`src/rtl/sync_fifo_param_if.sv`:
```
// sync_fifo_param_if: handshake bundle between a FIFO (slave) and its producer/consumer (master)
//   master drives wrt_en/wrt_dt/rd_en and observes read data, flags, fill_cnt and error pulses;
//   slave is the FIFO side of the same signals.
interface sync_fifo_param_if #(
  parameter int DT_WIDTH = 8,
  parameter int F_DEPTH  = 16
);
  localparam int FADD_WIDTH = $clog2(F_DEPTH);
  logic                wrt_en;
  logic [DT_WIDTH-1:0] wrt_dt;
  logic                rd_en;
  logic [DT_WIDTH-1:0] rd_dt;
  logic                rd_vld;
  logic                f_full;
  logic                f_empty;
  logic                almost_full;
  logic                almost_empty;
  logic [FADD_WIDTH:0] fill_cnt;
  logic                ovf;
  logic                udf;
  modport master (
    output wrt_en, wrt_dt, rd_en,
    input  rd_dt, rd_vld, f_full, f_empty, almost_full, almost_empty, fill_cnt, ovf, udf
  );
  modport slave (
    input  wrt_en, wrt_dt, rd_en,
    output rd_dt, rd_vld, f_full, f_empty, almost_full, almost_empty, fill_cnt, ovf, udf
  );
endinterface

```
`src/rtl/sync_fifo_param.sv`:
```
// sync_fifo_param: single-clock power-of-two FIFO with flags, occupancy count and ovf/udf pulses
//   clk, rst : clock and synchronous active-high reset
//   bus      : sync_fifo_param_if.slave (write request/data, read request, read data/valid,
//              full/empty, almost_full/almost_empty, fill_cnt, ovf/udf)
//   SYNC_FIFO_FWFT_EN : when defined, the head word is shown on rd_dt whenever non-empty
//                       (first-word-fall-through); otherwise reads have one cycle of latency.
module sync_fifo_param #(
  parameter int DT_WIDTH  = 8,
  parameter int F_DEPTH   = 16,
  parameter int AF_THRESH = F_DEPTH - 2,
  parameter int AE_THRESH = 2
) (
  input logic clk,
  input logic rst,
  sync_fifo_param_if.slave bus
);
  localparam int FADD_WIDTH = $clog2(F_DEPTH);
  localparam logic [FADD_WIDTH:0] ONE  = (FADD_WIDTH+1)'(1);
  localparam logic [FADD_WIDTH:0] AF_T = (FADD_WIDTH+1)'(AF_THRESH);
  localparam logic [FADD_WIDTH:0] AE_T = (FADD_WIDTH+1)'(AE_THRESH);
  logic [DT_WIDTH-1:0]   mem_q [F_DEPTH];
  logic [FADD_WIDTH:0]   wr_ptr_q, wr_ptr_d, rd_ptr_q, rd_ptr_d, cnt;
  logic                  f_full, f_empty, wr_acc, rd_acc;
  logic                  ovf_q, udf_q;
  always_comb begin
    f_empty  = wr_ptr_q == rd_ptr_q;
    // same slot but opposite wrap bits means the writer is a full lap ahead
    f_full   = (wr_ptr_q[FADD_WIDTH] != rd_ptr_q[FADD_WIDTH]) &&
               (wr_ptr_q[FADD_WIDTH-1:0] == rd_ptr_q[FADD_WIDTH-1:0]);
    wr_acc   = bus.wrt_en & ~f_full;
    rd_acc   = bus.rd_en & ~f_empty;
    wr_ptr_d = wr_acc ? wr_ptr_q + ONE : wr_ptr_q;
    rd_ptr_d = rd_acc ? rd_ptr_q + ONE : rd_ptr_q;
    cnt      = wr_ptr_q - rd_ptr_q;
  end
  always_ff @(posedge clk) begin
    if (rst) begin
      wr_ptr_q <= '0;
      rd_ptr_q <= '0;
      ovf_q    <= 1'b0;
      udf_q    <= 1'b0;
    end else begin
      wr_ptr_q <= wr_ptr_d;
      rd_ptr_q <= rd_ptr_d;
      ovf_q    <= bus.wrt_en & f_full;
      udf_q    <= bus.rd_en & f_empty;
    end
  end
  always_ff @(posedge clk)
    if (wr_acc && !rst) mem_q[wr_ptr_q[FADD_WIDTH-1:0]] <= bus.wrt_dt;
`ifdef SYNC_FIFO_FWFT_EN
  assign bus.rd_dt  = mem_q[rd_ptr_q[FADD_WIDTH-1:0]];
  assign bus.rd_vld = ~f_empty;
`else
  logic [DT_WIDTH-1:0] rd_dt_q;
  logic                rd_vld_q;
  always_ff @(posedge clk) begin
    if (rst) begin
      rd_dt_q  <= '0;
      rd_vld_q <= 1'b0;
    end else begin
      rd_dt_q  <= rd_acc ? mem_q[rd_ptr_q[FADD_WIDTH-1:0]] : rd_dt_q;
      rd_vld_q <= rd_acc;
    end
  end
  assign bus.rd_dt  = rd_dt_q;
  assign bus.rd_vld = rd_vld_q;
`endif
  assign bus.f_full       = f_full;
  assign bus.f_empty      = f_empty;
  assign bus.fill_cnt     = cnt;
  assign bus.almost_full  = cnt >= AF_T;
  assign bus.almost_empty = cnt <= AE_T;
  assign bus.ovf          = ovf_q;
  assign bus.udf          = udf_q;
endmodule

```
`src/flat_wrapper.sv`:
```
// flat-port wrapper written by rule: the top's interface ports become plain ports
module sync_fifo_param_flat 
#(
  parameter int DT_WIDTH  = 8,
  parameter int F_DEPTH   = 16,
  parameter int AF_THRESH = F_DEPTH - 2,
  parameter int AE_THRESH = 2
)
  (clk, rst, bus_wrt_en, bus_wrt_dt, bus_rd_en, bus_rd_dt, bus_rd_vld, bus_f_full, bus_f_empty, bus_almost_full, bus_almost_empty, bus_fill_cnt, bus_ovf, bus_udf);
  sync_fifo_param_if #(.DT_WIDTH(DT_WIDTH), .F_DEPTH(F_DEPTH)) bus_i ();
  input logic clk;
  input logic rst;
  input wire logic [$bits(bus_i.wrt_en)-1:0] bus_wrt_en;
  input wire logic [$bits(bus_i.wrt_dt)-1:0] bus_wrt_dt;
  input wire logic [$bits(bus_i.rd_en)-1:0] bus_rd_en;
  output wire logic [$bits(bus_i.rd_dt)-1:0] bus_rd_dt;
  output wire logic [$bits(bus_i.rd_vld)-1:0] bus_rd_vld;
  output wire logic [$bits(bus_i.f_full)-1:0] bus_f_full;
  output wire logic [$bits(bus_i.f_empty)-1:0] bus_f_empty;
  output wire logic [$bits(bus_i.almost_full)-1:0] bus_almost_full;
  output wire logic [$bits(bus_i.almost_empty)-1:0] bus_almost_empty;
  output wire logic [$bits(bus_i.fill_cnt)-1:0] bus_fill_cnt;
  output wire logic [$bits(bus_i.ovf)-1:0] bus_ovf;
  output wire logic [$bits(bus_i.udf)-1:0] bus_udf;
  assign bus_i.wrt_en = bus_wrt_en;
  assign bus_i.wrt_dt = bus_wrt_dt;
  assign bus_i.rd_en = bus_rd_en;
  assign bus_rd_dt = bus_i.rd_dt;
  assign bus_rd_vld = bus_i.rd_vld;
  assign bus_f_full = bus_i.f_full;
  assign bus_f_empty = bus_i.f_empty;
  assign bus_almost_full = bus_i.almost_full;
  assign bus_almost_empty = bus_i.almost_empty;
  assign bus_fill_cnt = bus_i.fill_cnt;
  assign bus_ovf = bus_i.ovf;
  assign bus_udf = bus_i.udf;
  sync_fifo_param #(.DT_WIDTH(DT_WIDTH), .F_DEPTH(F_DEPTH), .AF_THRESH(AF_THRESH), .AE_THRESH(AE_THRESH)) u_core (.clk(clk), .rst(rst), .bus(bus_i));
endmodule
```
`config.mk`:
```
export PLATFORM = sky130hd
export DESIGN_NAME = sync_fifo_param_flat
export DESIGN_NICKNAME = d
export VERILOG_FILES = /design/src/rtl/sync_fifo_param_if.sv /design/src/rtl/sync_fifo_param.sv /design/src/flat_wrapper.sv
export SDC_FILE = /design/constraint.sdc
export NUM_CORES = 1
export LEC_CHECK = 0
export BUFFER_PORTS_ARGS = -buffer_cell sky130_fd_sc_hd__buf_4
export CAP_MARGIN = 20
export CORE_ASPECT_RATIO = 1.25
export CORE_UTILIZATION = 33
export CTS_BUF_LIST = sky130_fd_sc_hd__clkbuf_8
export DETAILED_ROUTE_END_ITERATION = 8
export PLACE_DENSITY = 0.59
export SLEW_MARGIN = 5
export SYNTH_ARGS = -nofsm -noshare
export SYNTH_HDL_FRONTEND = slang
export SYNTH_SLANG_ARGS = --single-unit
```
`constraint.sdc`:
```
create_clock -name clk -period 4.1 [get_ports clk]
set_input_delay 0 -clock clk [delete_from_list [all_inputs] [get_ports clk]]
set_output_delay 0 -clock clk [all_outputs]
set_load 0.005 [all_outputs]
```
Word level (Yosys, flattened, before mapping)
Memory sizes are Yosys's and may differ from the RTL's. A register that Yosys moved wholly into a read port is not among the register bits.
Index checks and enable logic that the tools add are counted.
{"block": "word_totals", "regBits": 13, "ramBits": 128, "input_bits": 12, "output_inout_bits": 20, "elab_cells": 25, "n_memories": 1}
{"block": "op_classes", "n_addsub": 3, "magnitude_cmp": 2, "n_eq_ne": 3, "muxes": 2, "n_bitwise": 6, "n_reduce_logical": 3}
{"name": "u_core.mem_q", "words": 16, "width": 8, "read_ports": 1, "rd_ports_with_merged_regs": 1, "wr": 1, "line_no": "sync_fifo_param.sv:21", "rtl": "logic [DT_WIDTH-1:0] mem_q [F_DEPTH];"}
{"operator": "adder 5 x 1 -> 5 bit (second input constant)", "n": 2}
{"operator": "equality test 5 bit", "n": 1}
{"operator": ">= comparator 5 x 4 -> 1 bit (second input constant)", "n": 1}
{"operator": "less-or-equal comparator 5 x 2 -> 1 bit (second input constant)", "n": 1}
{"operator": "subtractor 5 bit", "n": 1}
{"operator": "bitwise AND 1 bit", "n": 4}
{"operator": "equality test 4 bit", "n": 1}
{"operator": "logical AND 1 bit", "n": 2}
{"operator": "2-to-1 mux 1 bit", "n": 2}
{"operator": "inverter 1 bit", "n": 2}
{"operator": "logical NOT 1 bit", "n": 1}
{"operator": "!= test 1 bit", "n": 1}

Longest topological paths before layout
{"block": "logic_depth", "word_depth": 7, "ltp_mapped": 10, "mapped_depth_nobuf": 8}

Worst setup path after synthesis
No wires, ideal clock.
{"block": "synth_path", "kind": "register to register", "from": "reg u_core.rd_ptr_q[1]", "to": "mem u_core.mem_q[3][0], enable pin", "setup_ps": 383, "arrival_time_ps": 2565, "required_ps": 3717, "slack_ps": 1152, "path_stages_with_launch": 10, "n_path_buf": 3, "synth_period_minus_slack_ps": 2948, "cell_sequence": "dfxtp_1 -> buf_2 -> buf_2 -> buf_2 -> inv_1 -> ha_1 -> and4_1 -> a21oi_1 -> nand2_1 -> nor3_1"}
{"block": "synth_between", "elab_chain_cells": 7}
{"item": "from (decl)", "line_no": "sync_fifo_param.sv:22", "rtl": "logic [FADD_WIDTH:0] wr_ptr_q, wr_ptr_d, rd_ptr_q, rd_ptr_d, cnt;"}
{"item": "from (signal assigned)", "line_no": "sync_fifo_param.sv:44", "rtl": "rd_ptr_q <= rd_ptr_d;"}
{"item": "equality test 4 bit", "line_no": "sync_fifo_param.sv:29", "rtl": "(wr_ptr_q[FADD_WIDTH-1:0] == rd_ptr_q[FADD_WIDTH-1:0]);"}
{"item": "logical AND 1 bit", "line_no": "sync_fifo_param.sv:28", "rtl": "f_full = (wr_ptr_q[FADD_WIDTH] != rd_ptr_q[FADD_WIDTH]) &&"}
{"item": "inverter 1 bit", "line_no": "sync_fifo_param.sv:30", "rtl": "wr_acc = bus.wrt_en & ~f_full;"}
{"item": "bitwise AND 1 bit", "line_no": "sync_fifo_param.sv:30"}
{"item": "logical AND 1 bit", "line_no": "sync_fifo_param.sv:50", "rtl": "if (wr_acc && !rst) mem_q[wr_ptr_q[FADD_WIDTH-1:0]] <= bus.wrt_dt;"}
{"item": "2-to-1 mux 1 bit", "line_no": "sync_fifo_param.sv:50"}
{"item": "2-to-1 mux 1 bit (implied by the code)", "line_no": "sync_fifo_param.sv:50"}
{"item": "to (decl)", "line_no": "sync_fifo_param.sv:21"}
No other way between the ends.

Worst setup path in the final report
{"block": "layout_path", "from": "reg u_core.rd_ptr_q[2]", "to": "mem u_core.mem_q[6][7], enable pin"}
Same word-level chain as after synthesis.

==> impl_metrics.json <==
{
  "clk_pin_slew_ns": 0.09,
  "clock-sinks": 149,
  "combPwrFrac_pct": 15.1,
  "startpoint_type": "flip-flop",
  "hold_slack_ns": 0.425,
  "routedWlPerCell_um": 19.6,
  "rows": 55,
  "grt_pass1_vias": 3304,
  "startpoint": "u_core.rd_ptr_q[2]",
  "grt_use_met2_pct": 25.6,
  "cts_max_path_buffers": 2,
  "p_int_uw": 2480,
  "synthToLayoutAreaGrowth_pct": 16.3,
  "fin_crit_ns": 3.03,
  "synth_area_leader_cell": "edfxtp_1",
  "antenna_found_initial": 0,
  "swShare_pct": 25.5,
  "status": "finished, final reports clean",
  "worstPathArrival_ns": 3.10,
  "grt_overflow": 0,
  "die_h_um": 154,
  "cp_top_family": "simple AND/OR/NAND/NOR gates",
  "power.leakage_uw": 0.00228,
  "fillers": 1664,
  "die_x_um": 123,
  "routed_wl_um": 12800,
  "setup_ws_ns": 1.07,
  "postRouteAntennaNets": 0,
  "min_period_over_period_pct": 73.8,
  "clockRootBuffer": "clkbuf_8",
  "port_buffers": 31,
  "nets": 435,
  "clk_latency_ns": 0.44,
  "grt_use_met1_pct": 16.4,
  "syn_inst": 361,
  "grt_pass1_wl_um": 19400,
  "first_pass_iters": 4,
  "synthTopCellsByCount": "edfxtp_1 (128), mux2i_1 (33), nor2_1 (30)",
  "start_util_pct": 33.7,
  "drt_iter0_markers": 203,
  "crit_chain": "inv_1, ha_1, and4_1, a21oi_1, nand2_1, nor2_1",
  "cts_buffers": 17,
  "hp-start": "bus_wrt_en",
  "fin_skew_ns": 0.0149,
  "cp_data_required_time_ns": 4.17,
  "grt_util_met3_pct": 2.82,
  "drc": 0,
  "rsz0062_at_grt": "no",
  "core_area_um2": 18000,
  "slowest_stage": "dfxtp_1",
  "cap_violations": 0,
  "hpwl_um": 8930,
  "critPathCaptureType": "flip-flop",
  "drive_gt1_share_pct": 19.7,
  "synthDominantCellAreaShare_pct": 63.3,
  "avgSynthCellArea_um2": 16.8,
  "synth_warnings": 0,
  "ys_seq_area_share_pct": 70.3,
  "diodes": 0,
  "cts_tree": "built",
  "synth.most_common_cell": "edfxtp_1",
  "top_usage_layer": "met2",
  "relSlewSlack_pct": 48.6,
  "htreeDepth": 4,
  "globalplace.congestion": 0.827,
  "tns_ns": 0,
  "ys_types": 40,
  "drv_slew": 0,
  "track_usage_pct": 14.4,
  "path_buf_inv": 1,
  "switchingPower_uw": 851,
  "r2r_start": "u_core.rd_ptr_q[2]",
  "crit_type": "reg2reg",
  "post-place-ws_ns": 1.07,
  "tightest_slew_ns": 0.771,
  "synth_ff_type": "edfxtp_1",
  "final-setup-viol-count": 0,
  "critPathMaxStageDelay_ns": 0.67,
  "vdd_drop_max_v": 0.000227,
  "powerDensity_nw_per_um2": 472,
  "hp-class": "in2reg",
  "power.clock.fraction_pct": 33.8,
  "synth_area_leaders": "edfxtp_1 (63%), dfxtp_1 (6.9%), mux2i_1 (5.4%)",
  "synth_async_sr_flop_share_pct": 0,
  "path_max_fanout": 15,
  "seq_power_share_pct": 51.1,
  "hold_violations": 0,
  "vias_per_cell": 4.98,
  "syn_nets": 383,
  "max_freq_mhz": 330,
  "synth_seq_cells": 149,
  "synth_edf_count": 128,
  "cts-resized-gates": 0,
  "vias": 3258,
  "syn_area_um2": 6070,
  "ioPinCount": 32,
  "grt_max_degree": 52,
  "postCtsSetupBuffers": 0,
  "dieArea_um2": 18900
}
## stage by stage
step | area (µm²) | util (%) | cells | power (µW)
finish | 7060 | 39.2 | 654 | 3330
global route | 7060 | 39.2 | 654 | 3470
CTS | 7060 | 39.2 | 654 | 3370
detailed placement | 6540 | 36.3 | 610 | 2240
global placement | 6540 | 36.3 | 610 | 2230
floorplan | 6070 | - | 361 | 2040
## registers in the layout, summed over array words and instances, names as in the netlist
| signal | cells |
|---|---|
| u_core.bus.rd_dt | 8 |
| u_core.mem_q | 128 |
| u_core.rd_ptr_q | 5 |
| u_core.bus.ovf | 1 |
| u_core.bus.rd_vld | 1 |
| u_core.wr_ptr_q | 5 |
| u_core.bus.udf | 1 |
## placed cells by master (no fill, tap or decap), drive strengths merged, types with 9 or more instances in the layout
master,n
ha,9
inv,12
mux4,16
nor2,30
o22ai,16
edfxtp,128
dlygate4sd3,12
a211oi,17
buf,37
mux2i,33
clkbuf,17
dfxtp,21
## cell families after synthesis
group	count (synthesis)	synth area share (%)
AOI/OAI and AO/OA	52	5.81
xor gates and xnor gates	10	1.44
adders and majority gates	10	2.19
buffers and inverters	23	2.02
DFF	149	70.3
muxes	57	13.6
and+or+nand+nor	60	4.68
## routing by layer
metal | up-vias | share of wire, %
li1 | 1534 | -
met1 | 1615 | 40
met2 | 82 | 54
met3 | 27 | 3.1
met4 | 0 | 2.9
met5 | - | 0
## final timing paths
kind / to / slack, ns / depth (start not counted)
max: u_core.mem_q[6][7] / 1.07 / 6
min: u_core.bus.ovf / 0.43 / 4
max reg2reg: u_core.mem_q[6][7] / 1.07 / 6
min reg2reg: u_core.bus.rd_dt[3] / 0.50 / 2
## power groups by stage
| stage | Combinational, µW | Clock (µW) | Sequential (µW) |
|---|---|---|---|
| final | 503 | 1130 | 1700 |
| after global routing | 547 | 1210 | 1710 |
| after CTS | 513 | 1150 | 1700 |
| after detailed placement | 500 | 0 | 1740 |
| after floorplan | 303 | 0 | 1730 |
| after global placement | 498 | 0 | 1740 |
## worst reg2reg max path: cells and delay by family, from the launching register on
family / cells / cell delay, ns
AOI/OAI and AO/OA: 1 / 0.37
adders and majority gates: 1 / 0.39
buffers and inverters: 1 / 0.16
DFF: 1 / 0.67
and+or+nand+nor: 3 / 1.07
## what timing repair did
| action | in CTS | in global routing |
|---|---|---|
| endpoints found under the setup margin | 0 | 0 |
| hold buffers | 12 | 0 |
| endpoints found under the hold margin | 149 | 0 |
## final cells by class
cell class              instances  area [µm²]  share of cell area (%)
clock buffers                  17         234                    3.31
multi-input cells             189        1680                    23.8
well taps                     228         285                    4.04
clock inverters                15         169                    2.39
repair buffers                 49         398                    5.64
flip-flops and latches        149        4270                    60.4
inverters                       7        26.3                   0.372
Power figures use the tool's default switching activity.
